`config.mk`:
```
export PLATFORM = sky130hd
export DESIGN_NAME = alu_multicycle
export DESIGN_NICKNAME = d
export VERILOG_FILES = /design/src/rtl/alu_pkg.sv /design/src/rtl/alu_core.sv /design/src/rtl/alu_multicycle.sv
export SDC_FILE = /design/constraint.sdc
export NUM_CORES = 1
export LEC_CHECK = 0
export CAP_MARGIN = 10
export CORE_ASPECT_RATIO = 0.6
export CORE_MARGIN = 4
export CORE_UTILIZATION = 55
export CTS_BUF_LIST = sky130_fd_sc_hd__clkbuf_8
export CTS_CLUSTER_DIAMETER = 30
export CTS_CLUSTER_SIZE = 25
export DETAILED_ROUTE_END_ITERATION = 7
export PLACE_DENSITY = 0.8
export SETUP_SLACK_MARGIN = 0.2
export SLEW_MARGIN = 40
export SYNTH_ARGS = -nofsm -noshare
export SYNTH_HDL_FRONTEND = slang
export SYNTH_SLANG_ARGS = --single-unit
export TNS_END_PERCENT = 1
```
`constraint.sdc`:
```
create_clock -name clk -period 3.37 [get_ports clk]
set_clock_uncertainty 0.2 [all_clocks]
set_input_delay 0.337 -clock clk [delete_from_list [all_inputs] [get_ports clk]]
set_output_delay 0.337 -clock clk [all_outputs]
set_load 0.005 [all_outputs]
```
`src/rtl/alu_pkg.sv`:
```
// Shared types for the multi-cycle ALU: opcode and FSM state enums plus
// the predicate that tells which opcodes need more than one RUN step.
package alu_pkg;

    typedef enum logic [3:0] {
        OP_ADD    = 4'd0,
        OP_ADC    = 4'd1,
        OP_SUB    = 4'd2,
        OP_SBC    = 4'd3,
        OP_SHL1   = 4'd4,
        OP_SHR1   = 4'd5,
        OP_NAND   = 4'd6,
        OP_SHLN   = 4'd7,
        OP_SHRN   = 4'd8,
        OP_MUL    = 4'd9,
        OP_CLRC   = 4'd10,
        OP_SETC   = 4'd11,
        OP_RSV12  = 4'd12,
        OP_RSV13  = 4'd13,
        OP_RSV14  = 4'd14,
        OP_RSV15  = 4'd15
    } alu_op_t;

    typedef enum logic [1:0] {
        IDLE = 2'd0,
        RUN  = 2'd1,
        DONE = 2'd2
    } alu_state_t;

    // Ops whose result is built up over several RUN cycles.
    function automatic logic is_multicycle(input alu_op_t op);
        return (op == OP_SHLN) || (op == OP_SHRN) || (op == OP_MUL);
    endfunction

endpackage

```
`src/rtl/alu_core.sv`:
```
// Combinational single-step datapath: arithmetic, rotate-through-carry,
// NAND and carry set/clear. Multi-cycle and reserved ops yield 0 with the
// carry passed through unchanged.
module alu_core
    import alu_pkg::*;
#(
    parameter int W = 8
) (
    input  logic [3:0]   op,
    input  logic [W-1:0] a,
    input  logic [W-1:0] b,
    input  logic         cf_in,
    output logic [W-1:0] rslt,
    output logic         cf_out
);

    // One-step result; every add is W+1 bits so the carry falls out on top.
    always_comb begin
        // NOTE: every output gets a default first so no path can infer a latch.
        rslt   = '0;
        cf_out = cf_in;
        case (alu_op_t'(op))
            OP_ADD:  {cf_out, rslt} = {1'b0, a} + {1'b0, b};
            OP_ADC:  {cf_out, rslt} = {1'b0, a} + {1'b0, b} + {{W{1'b0}}, cf_in};
            OP_SUB:  {cf_out, rslt} = {1'b0, a} + {1'b0, ~b} + {{W{1'b0}}, 1'b1};
            OP_SBC:  {cf_out, rslt} = {1'b0, a} + {1'b0, ~b} + {{W{1'b0}}, cf_in};
            OP_SHL1: {cf_out, rslt} = {a, cf_in};
            OP_SHR1: {rslt, cf_out} = {cf_in, a};
            OP_NAND: rslt = ~(a & b);
            OP_CLRC: cf_out = 1'b0;
            OP_SETC: cf_out = 1'b1;
            default: ;
        endcase
    end

endmodule

```
`src/rtl/alu_multicycle.sv`:
```
// Multi-cycle ALU with valid/ready on both sides. A three-state FSM
// (IDLE/RUN/DONE) latches operands, steps shifts and the shift-add
// multiplier one bit per cycle, and holds registered results in DONE.
module alu_multicycle
    import alu_pkg::*;
#(
    parameter int W       = 8,
    parameter int SHAMT_W = $clog2(W)
) (
    input  logic         clk,
    input  logic         reset,
    input  logic         in_valid,
    output logic         in_ready,
    input  logic [3:0]   op,
    input  logic [W-1:0] in_a,
    input  logic [W-1:0] in_b,
    output logic         out_valid,
    input  logic         out_ready,
    output logic [W-1:0] rslt,
    output logic [W-1:0] rslt_hi,
    output logic         cf,
    output logic         zero,
    output logic         pari
);

    // Counter must hold W (MUL step count), one bit wider than a shift amount.
    localparam int CNT_W = SHAMT_W + 1;

    alu_state_t         state;
    alu_op_t            op_in;
    alu_op_t            op_q;
    logic [W-1:0]       a_q;
    logic [W-1:0]       b_q;
    logic [W-1:0]       work_lo;
    logic [W-1:0]       work_hi;
    logic [CNT_W-1:0]   cnt;
    logic [SHAMT_W-1:0] in_amt;
    logic               zero_amt;

    logic [W-1:0]       core_rslt;
    logic               core_cf;
    logic [W:0]         mul_sum;
    logic [W-1:0]       step_lo;
    logic [W-1:0]       step_hi;
    logic               step_out;
    logic [W-1:0]       fin_rslt;
    logic [W-1:0]       fin_hi;
    logic               fin_cf;

    assign op_in    = alu_op_t'(op);
    assign in_amt   = in_b[SHAMT_W-1:0];
    assign zero_amt = (b_q[SHAMT_W-1:0] == '0);

    alu_core #(.W(W)) u_core (
        .op     (op_q),
        .a      (a_q),
        .b      (b_q),
        .cf_in  (cf),
        .rslt   (core_rslt),
        .cf_out (core_cf)
    );

    // One iteration of the shift or shift-add multiply on the work registers.
    always_comb begin
        mul_sum  = {1'b0, work_hi} + (work_lo[0] ? {1'b0, a_q} : {(W+1){1'b0}});
        step_lo  = work_lo;
        step_hi  = work_hi;
        step_out = 1'b0;
        case (op_q)
            OP_SHLN: begin
                step_lo  = work_lo << 1;
                step_out = work_lo[W-1];
            end
            OP_SHRN: begin
                step_lo  = work_lo >> 1;
                step_out = work_lo[0];
            end
            OP_MUL: begin
                // {hi,lo} holds partial product above the unconsumed multiplier bits.
                step_hi = mul_sum[W:1];
                step_lo = {mul_sum[0], work_lo[W-1:1]};
            end
            default: ;
        endcase
    end

    // Values loaded into the output registers on the final RUN step.
    always_comb begin
        fin_rslt = core_rslt;
        fin_hi   = '0;
        fin_cf   = core_cf;
        case (op_q)
            OP_SHLN, OP_SHRN: begin
                fin_rslt = zero_amt ? a_q : step_lo;
                fin_cf   = zero_amt ? cf  : step_out;
            end
            OP_MUL: begin
                fin_rslt = step_lo;
                fin_hi   = step_hi;
                fin_cf   = |step_hi;
            end
            default: ;
        endcase
    end

    // Control FSM with registered handshake, result and flag outputs.
    always_ff @(posedge clk) begin
        // NOTE: sequential state uses non-blocking assignments; combinational blocks use blocking.
        if (reset) begin
            state     <= IDLE;
            in_ready  <= 1'b1;
            out_valid <= 1'b0;
            rslt      <= '0;
            rslt_hi   <= '0;
            cf        <= 1'b0;
            zero      <= 1'b1;
            pari      <= 1'b0;
        end else begin
            case (state)
                IDLE: begin
                    if (in_valid) begin
                        state    <= RUN;
                        in_ready <= 1'b0;
                    end
                end
                RUN: begin
                    if (cnt == CNT_W'(1)) begin
                        state     <= DONE;
                        out_valid <= 1'b1;
                        rslt      <= fin_rslt;
                        rslt_hi   <= fin_hi;
                        cf        <= fin_cf;
                        zero      <= (fin_rslt == '0) && (fin_hi == '0);
                        pari      <= ^fin_rslt;
                    end
                end
                DONE: begin
                    // An in_valid arriving with out_ready is left for IDLE to take.
                    if (out_ready) begin
                        state     <= IDLE;
                        out_valid <= 1'b0;
                        in_ready  <= 1'b1;
                    end
                end
                default: begin
                    state     <= IDLE;
                    in_ready  <= 1'b1;
                    out_valid <= 1'b0;
                end
            endcase
        end
    end

    // Operand latch, step counter and work registers.
    always_ff @(posedge clk) begin
        // NOTE: datapath registers carry no reset; each is written at accept before it is read.
        if (state == IDLE && in_valid) begin
            op_q    <= op_in;
            a_q     <= in_a;
            b_q     <= in_b;
            work_hi <= '0;
            work_lo <= (op_in == OP_MUL) ? in_b : in_a;
            if (op_in == OP_MUL) begin
                cnt <= CNT_W'(W);
            end else if (is_multicycle(op_in) && in_amt != '0) begin
                cnt <= CNT_W'(in_amt);
            end else begin
                cnt <= CNT_W'(1);
            end
        end else if (state == RUN) begin
            work_lo <= step_lo;
            work_hi <= step_hi;
            cnt     <= cnt - 1'b1;
        end
    end

endmodule
```
==> impl_metrics.ini, run 1 <==
[placed_design]
gp_congestion = 1.008
io_buffers = 44
pre_cts_ws_ps = -287.7
place_hpwl_mm = 13.36

[drt]
ant_nets = 0
dr.pass1.iters = 6
num_vias = 5627
dr.first_iter.drc_count = 687
routed_wl_mm = 17.13
post_drt_via_cell_ratio = 6.211
drc = 0
wire_per_inst_um = 18.91

[timing]
fin_crit_sh_pct = 108.5
finalSetupViolCount = 4
hold_viol_final = 0
setup_slack_ps = -285.8
hold_slack_ps = 212.1
worst_slew_pin_slew_ps = 589.6
max_slew_margin_pct = 60.39
fmax_mhz = 273.5
rsz0062_at_grt = true
maxSlewViolCount = 0
min_period_ps = 3656

[global_route]
grt_pass1_wl_mm = 27.00
antenna_found_initial = 0
grt_max_degree = 38
track_usage_pct = 30.45
grt_pass1_vias = 5256
overflow = 0

[yosys]
synth_fp_nets = 680
ys_warn_count = 0
synthArstFlopShare_pct = 0
synth_top_cells_by_area = edfxtp_1 18%, dfxtp_1 12%, ha_1 8.4%
synth_top_area_cell = edfxtp_1
syn_inst = 618
ys_seq_area_share_pct = 30.37
synth_edf_count = 32
synth_cell_types = 89
syn_area_um2 = 5207
yosys.area.top_type_share_pct = 18.45
synth-seq-cells = 63
avgSynthCellArea_um2 = 8.426
synthFlopType = edfxtp_1

[clocking]
clkSlewWorstSetupHoldPaths_ps = 80
cts_tree = done
cts_made_buffers = 9
clock_path_buffers = 2
clock_latency_ps = 360
clkSinkCount = 63
cts.htree.levels = 3
cts_root_buf = clkbuf_8

[floorplan]
pin_count = 45
die_w_um = 133.6
core-area_um2 = 9189
die_y_um = 83.37
initial_utilization_pct = 56.67
row_count = 27
fp.dieArea_um2 = 11140

[power]
p_per_area_nw_per_um2 = 429.8
ir_drop_uv = 291.9
p_leak_nw = 2.789

[cells_and_area]
layout_commonest_cell = buf_4
syn_to_final_growth_pct = 33.95
drive_gt1_share_pct = 24.48
layout_common_cells = 121 x buf_4, 71 x nand2_1, 62 x nor2_1
final_net_count = 833
final_core_util_pct = 75.91
n_antenna_cell = 0

[hold_path]
hold_path.class = primary input to flip-flop

[worst_setup_path]
cp_max_fo = 5
arrival_ps = 3720
criticalPathCategory = flip-flop to flip-flop
cp.required_ps = 3440
endpoint_kind = flip-flop
worst_setup_path_start_kind = flip-flop

[status]
outcome = finished with violations
violations = negative setup slack

[flow_run]
maxCapViolations = 0
-- through the flow --
step / setup TNS, ps / power [W] / area (um^2) / instances
final: -764.9 / 0.002998 / 6975 / 906
after global placement: -231.0 / 0.002137 / 6501 / 872
after floorplan: -82.29 / 0.001662 / 5230 / 618
after CTS: -479.5 / 0.002900 / 6819 / 899
after detailed placement: -391.6 / 0.002170 / 6501 / 872
after global routing: -1278 / 0.003158 / 6975 / 906
-- area by class of cell --
cell class | count | area (um^2)
clock buffers | 9 | 123.9
fillers | 660 | 2213
repair buffers | 167 | 1366
well taps | 130 | 162.7
flip-flops and latches | 63 | 1582
clock inverters | 7 | 80.08
multi-input cells | 504 | 3563
inverters | 26 | 97.59
-- critical path, stage by stage (launching register included) --
cell,delay (ps)
edfxtp_1,510
ha_4,230
fa_2,390
a211o_1,320
a31oi_2,200
nand4_1,110
buf_4,170
or3_4,380
a21oi_4,200
a2111oi_4,70
ha_1,320
xnor2_2,150
xnor2_1,130
a211oi_1,200
-- path summary, 6_finish.rpt --
check	start	to	slack (ps)	depth (start not counted)
max	a_q[0]$_DFFE_PP_	pari$_SDFFE_PP0P_	-290	13
min	reset	rslt_hi[0]$_SDFFE_PP0P_	210	2
max reg2reg	a_q[0]$_DFFE_PP_	pari$_SDFFE_PP0P_	-290	13
min reg2reg	zero$_SDFFE_PP1P_	zero$_SDFFE_PP1P_	260	2
-- synth_stat cells (12+ instances only) --
master and number:
ha_1 35, nand2_1 72, xnor2_1 17, a21oi_1 42, a211oi_1 13, edfxtp_1 32, a31oi_1 15, nor2_1 62
nand2b_1 16, nor3_1 15, nand3_1 16, o21ai_0 32, inv_1 25, dfxtp_1 31, buf_2 12
-- power breakdown --
part | switching (W) | internal [W]
logic | 0.000706 | 0.000637
clock network | 0.000342 | 0.000351
registers | 0.0000634 | 0.000897
-- state kept, by name (all words and copies together) (netlist names), 2 cells and up --
name     flops
state        2
b_q          8
work_hi      8
cnt          4
op_q         4
rslt         8
work_lo      8
a_q          8
rslt_hi      8
-- metal layers --
metal	vias to the layer above	wire, um	track usage, %
li1	2598	-	-
met1	2688	7801	45.71
met2	316	7246	44.61
met3	25	1879	6.961
met4	0	204	6.443
met5	-	0	0
-- timing repair --
| item | CTS | global route |
|---|---|---|
| endpoints found under the setup margin | 6 | 8 |
| pin swaps | 13 | 26 |
| hold buffers | 0 | 0 |
| resized for setup | 9 | 23 |
| gates cloned | 0 | 0 |
| buffers inserted | 11 | 7 |
-- cells by family (layout without fill, tap and decap cells) --
| family | count (synthesis) | after routing | share of synthesized area [%] |
|---|---|---|---|
| fa+ha+maj | 38 | 38 | 9.563 |
| simple gates | 258 | 258 | 25.95 |
| buf+inv | 51 | 209 | 4.181 |
| xor+xnor | 27 | 27 | 5.046 |
| flops | 63 | 63 | 30.37 |
| compound gates | 176 | 176 | 23.88 |
| mux | 5 | 5 | 1.009 |
Note: power is estimated with default switching activity, not from simulation.
==> inputs of run 2 (changes only) <==
--- a/config.mk
+++ b/config.mk
@@ -8,12 +8,12 @@
 export CAP_MARGIN = 10
 export CORE_ASPECT_RATIO = 0.6
 export CORE_MARGIN = 4
-export CORE_UTILIZATION = 55
+export CORE_UTILIZATION = 40
 export CTS_BUF_LIST = sky130_fd_sc_hd__clkbuf_8
 export CTS_CLUSTER_DIAMETER = 30
 export CTS_CLUSTER_SIZE = 25
 export DETAILED_ROUTE_END_ITERATION = 7
-export PLACE_DENSITY = 0.8
+export PLACE_DENSITY = 0.62
 export SETUP_SLACK_MARGIN = 0.2
 export SLEW_MARGIN = 40
 export SYNTH_ARGS = -nofsm -noshare
==> impl_metrics.ini, run 2 (synthesized netlist as in run 1, its figures left out) <==
[status]
outcome = finished with violations
violations = negative setup slack

[timing]
rsz0062_at_grt = true
hold_viol_final = 0
setup_slack_ps = -278.5
finalSetupViolCount = 2
min_period_ps = 3649
hold_slack_ps = 197.7
max_slew_margin_pct = 61.66
maxSlewViolCount = 0
fin_crit_sh_pct = 108.3
worst_slew_pin_slew_ps = 573.9
fmax_mhz = 274.1

[global_route]
grt_pass1_vias = 5152
track_usage_pct = 23.95
antenna_found_initial = 0
gr-usage-met3_pct = 7.076
use_met1_pct = 35.61
grt_util_met2_pct = 34.00
grt_pass1_wl_mm = 27.71
overflow = 0
grt_max_degree = 29
top_usage_layer = met1

[drt]
wire_per_inst_um = 19.24
dr.pass1.iters = 5
num_vias = 5394
drc = 0
post_drt_via_cell_ratio = 5.844
ant_nets = 0
dr.first_iter.drc_count = 589
routed_wl_mm = 17.76

[floorplan]
core-area_um2 = 12370
die_y_um = 96.38
pin_count = 45
die_w_um = 155.3
row_count = 31
initial_utilization_pct = 42.09
fp.dieArea_um2 = 14970

[power]
p_per_area_nw_per_um2 = 420.7
p_int_w = 0.001824
ir_drop_uv = 285.1
combPwrFrac_pct = 43.9
seq_power_share_pct = 33.5
p_clk_share_pct = 22.6
sw_frac_of_total_pct = 36.69
p_leak_nw = 2.692
switching_power_w = 0.001057
power.total_w = 0.002881

[clocking]
cts_root_buf = clkbuf_8
clock_path_buffers = 2
cts_tree = done
cts.htree.levels = 3
clock_latency_ps = 360
clkSinkCount = 63
cts_made_buffers = 9
cts_hold_buf = 0
clkSlewWorstSetupHoldPaths_ps = 70

[placed_design]
io_buffers = 44
place_hpwl_mm = 14.37
dpl-instance-area_um2 = 6548
gp_congestion = 0.9701

[cells_and_area]
drive_gt1_share_pct = 22.03
fillers = 1136
n_antenna_cell = 0
final_core_util_pct = 55.33
final_net_count = 815
design_area_um2 = 6847
syn_to_final_growth_pct = 31.48
layout_commonest_cell = buf_4
layout_common_cells = 103 x buf_4, 72 x nand2_1, 62 x nor2_1

[worst_setup_path]
arrival_ps = 3710
worst_setup_path_start_kind = flip-flop
endpoint_kind = flip-flop
path_common_cell = xnor2_1
r2r_setup_slack_ps = -280
r2r_start = a_q[0]$_DFFE_PP_
cp.required_ps = 3440
worstSetupStartpoint = a_q[0]$_DFFE_PP_
cp_cell_sequence = ha_4 -> fa_1 -> ha_2 -> nand2_1 -> a2111o_1 -> nand3_2 -> o211ai_2 -> xnor2_1 -> a2111oi_2 -> ha_1 -> xnor2_2 -> xnor2_1 -> a211oi_1
criticalPathCategory = flip-flop to flip-flop
rr_worst_depth = 13
crit_slowest_cell = fa_1
cp_max_fo = 4
slowest_delay_ps = 530

[hold_path]
hold_start = reset
worstHoldPathCells = 2
hold_path.class = primary input to flip-flop

[flow_run]
maxCapViolations = 0
==> run 2: repair_timing <==
item,4_1_cts,5_1_grt
pin swaps,8,6
setup endpoints to repair,7,11
resized for setup,11,9
setup buffers,2,1
==> run 2: path summary, 6_finish.rpt <==
path,end
hold reg to reg,rslt_hi[7]$_SDFFE_PP0P_
setup / recovery,pari$_SDFFE_PP0P_
setup reg to reg,pari$_SDFFE_PP0P_
hold / removal,rslt_hi[5]$_SDFFE_PP0P_
==> run 2: power groups by stage <==
stage	sequential, W	combinational [W]	clock [W]
floorplan	0.000961	0.000700	0
global placement	0.000975	0.00117	0
detailed placement	0.000980	0.00119	0
CTS	0.000963	0.00123	0.000664
global route	0.000972	0.00137	0.000698
finish	0.000964	0.00126	0.000652
==> run 2: stage by stage <==
stage | setup WS (ps) | cells | TNS, ps
6_report | -278.5 | 923 | -418.7
3_5_place_dp | -353.1 | 904 | -549.5
5_1_grt | -421.8 | 923 | -834.7
3_3_place_gp | -330.6 | 904 | -460.8
4_1_cts | -313.2 | 922 | -461.9
2_1_floorplan | -82.29 | 618 | -82.29
==> run 2: critical path: cells and delay by family (launching register included) <==
family / cells / cell delay (ps)
AO/OA/AOI/OAI: 4 / 1000
AND/OR/NAND/NOR: 2 / 160
adder cells (fa/ha/maj): 4 / 1290
flip-flops: 1 / 490
XOR/XNOR: 3 / 430
==> run 2: final cells by class <==
type                       count  area [um^2]  share of cell area (%)
inverter                      26        97.59                   1.425
timing repair buffer         149         1249                   18.24
multi-input combinational    504         3523                   51.46
sequential                    63         1582                   23.10
clock inverter                 7        65.06                  0.9503
tap                          165        206.4                   3.015
clock buffer                   9        123.9                   1.809
==> run 2: metal layers <==
layer	vias to the layer above	routed length [um]	share of wire [%]
met3	22	1856	10
met5	-	0	0
met4	0	168	0.95
met1	2542	8772	49
li1	2574	-	-
met2	256	6963	39
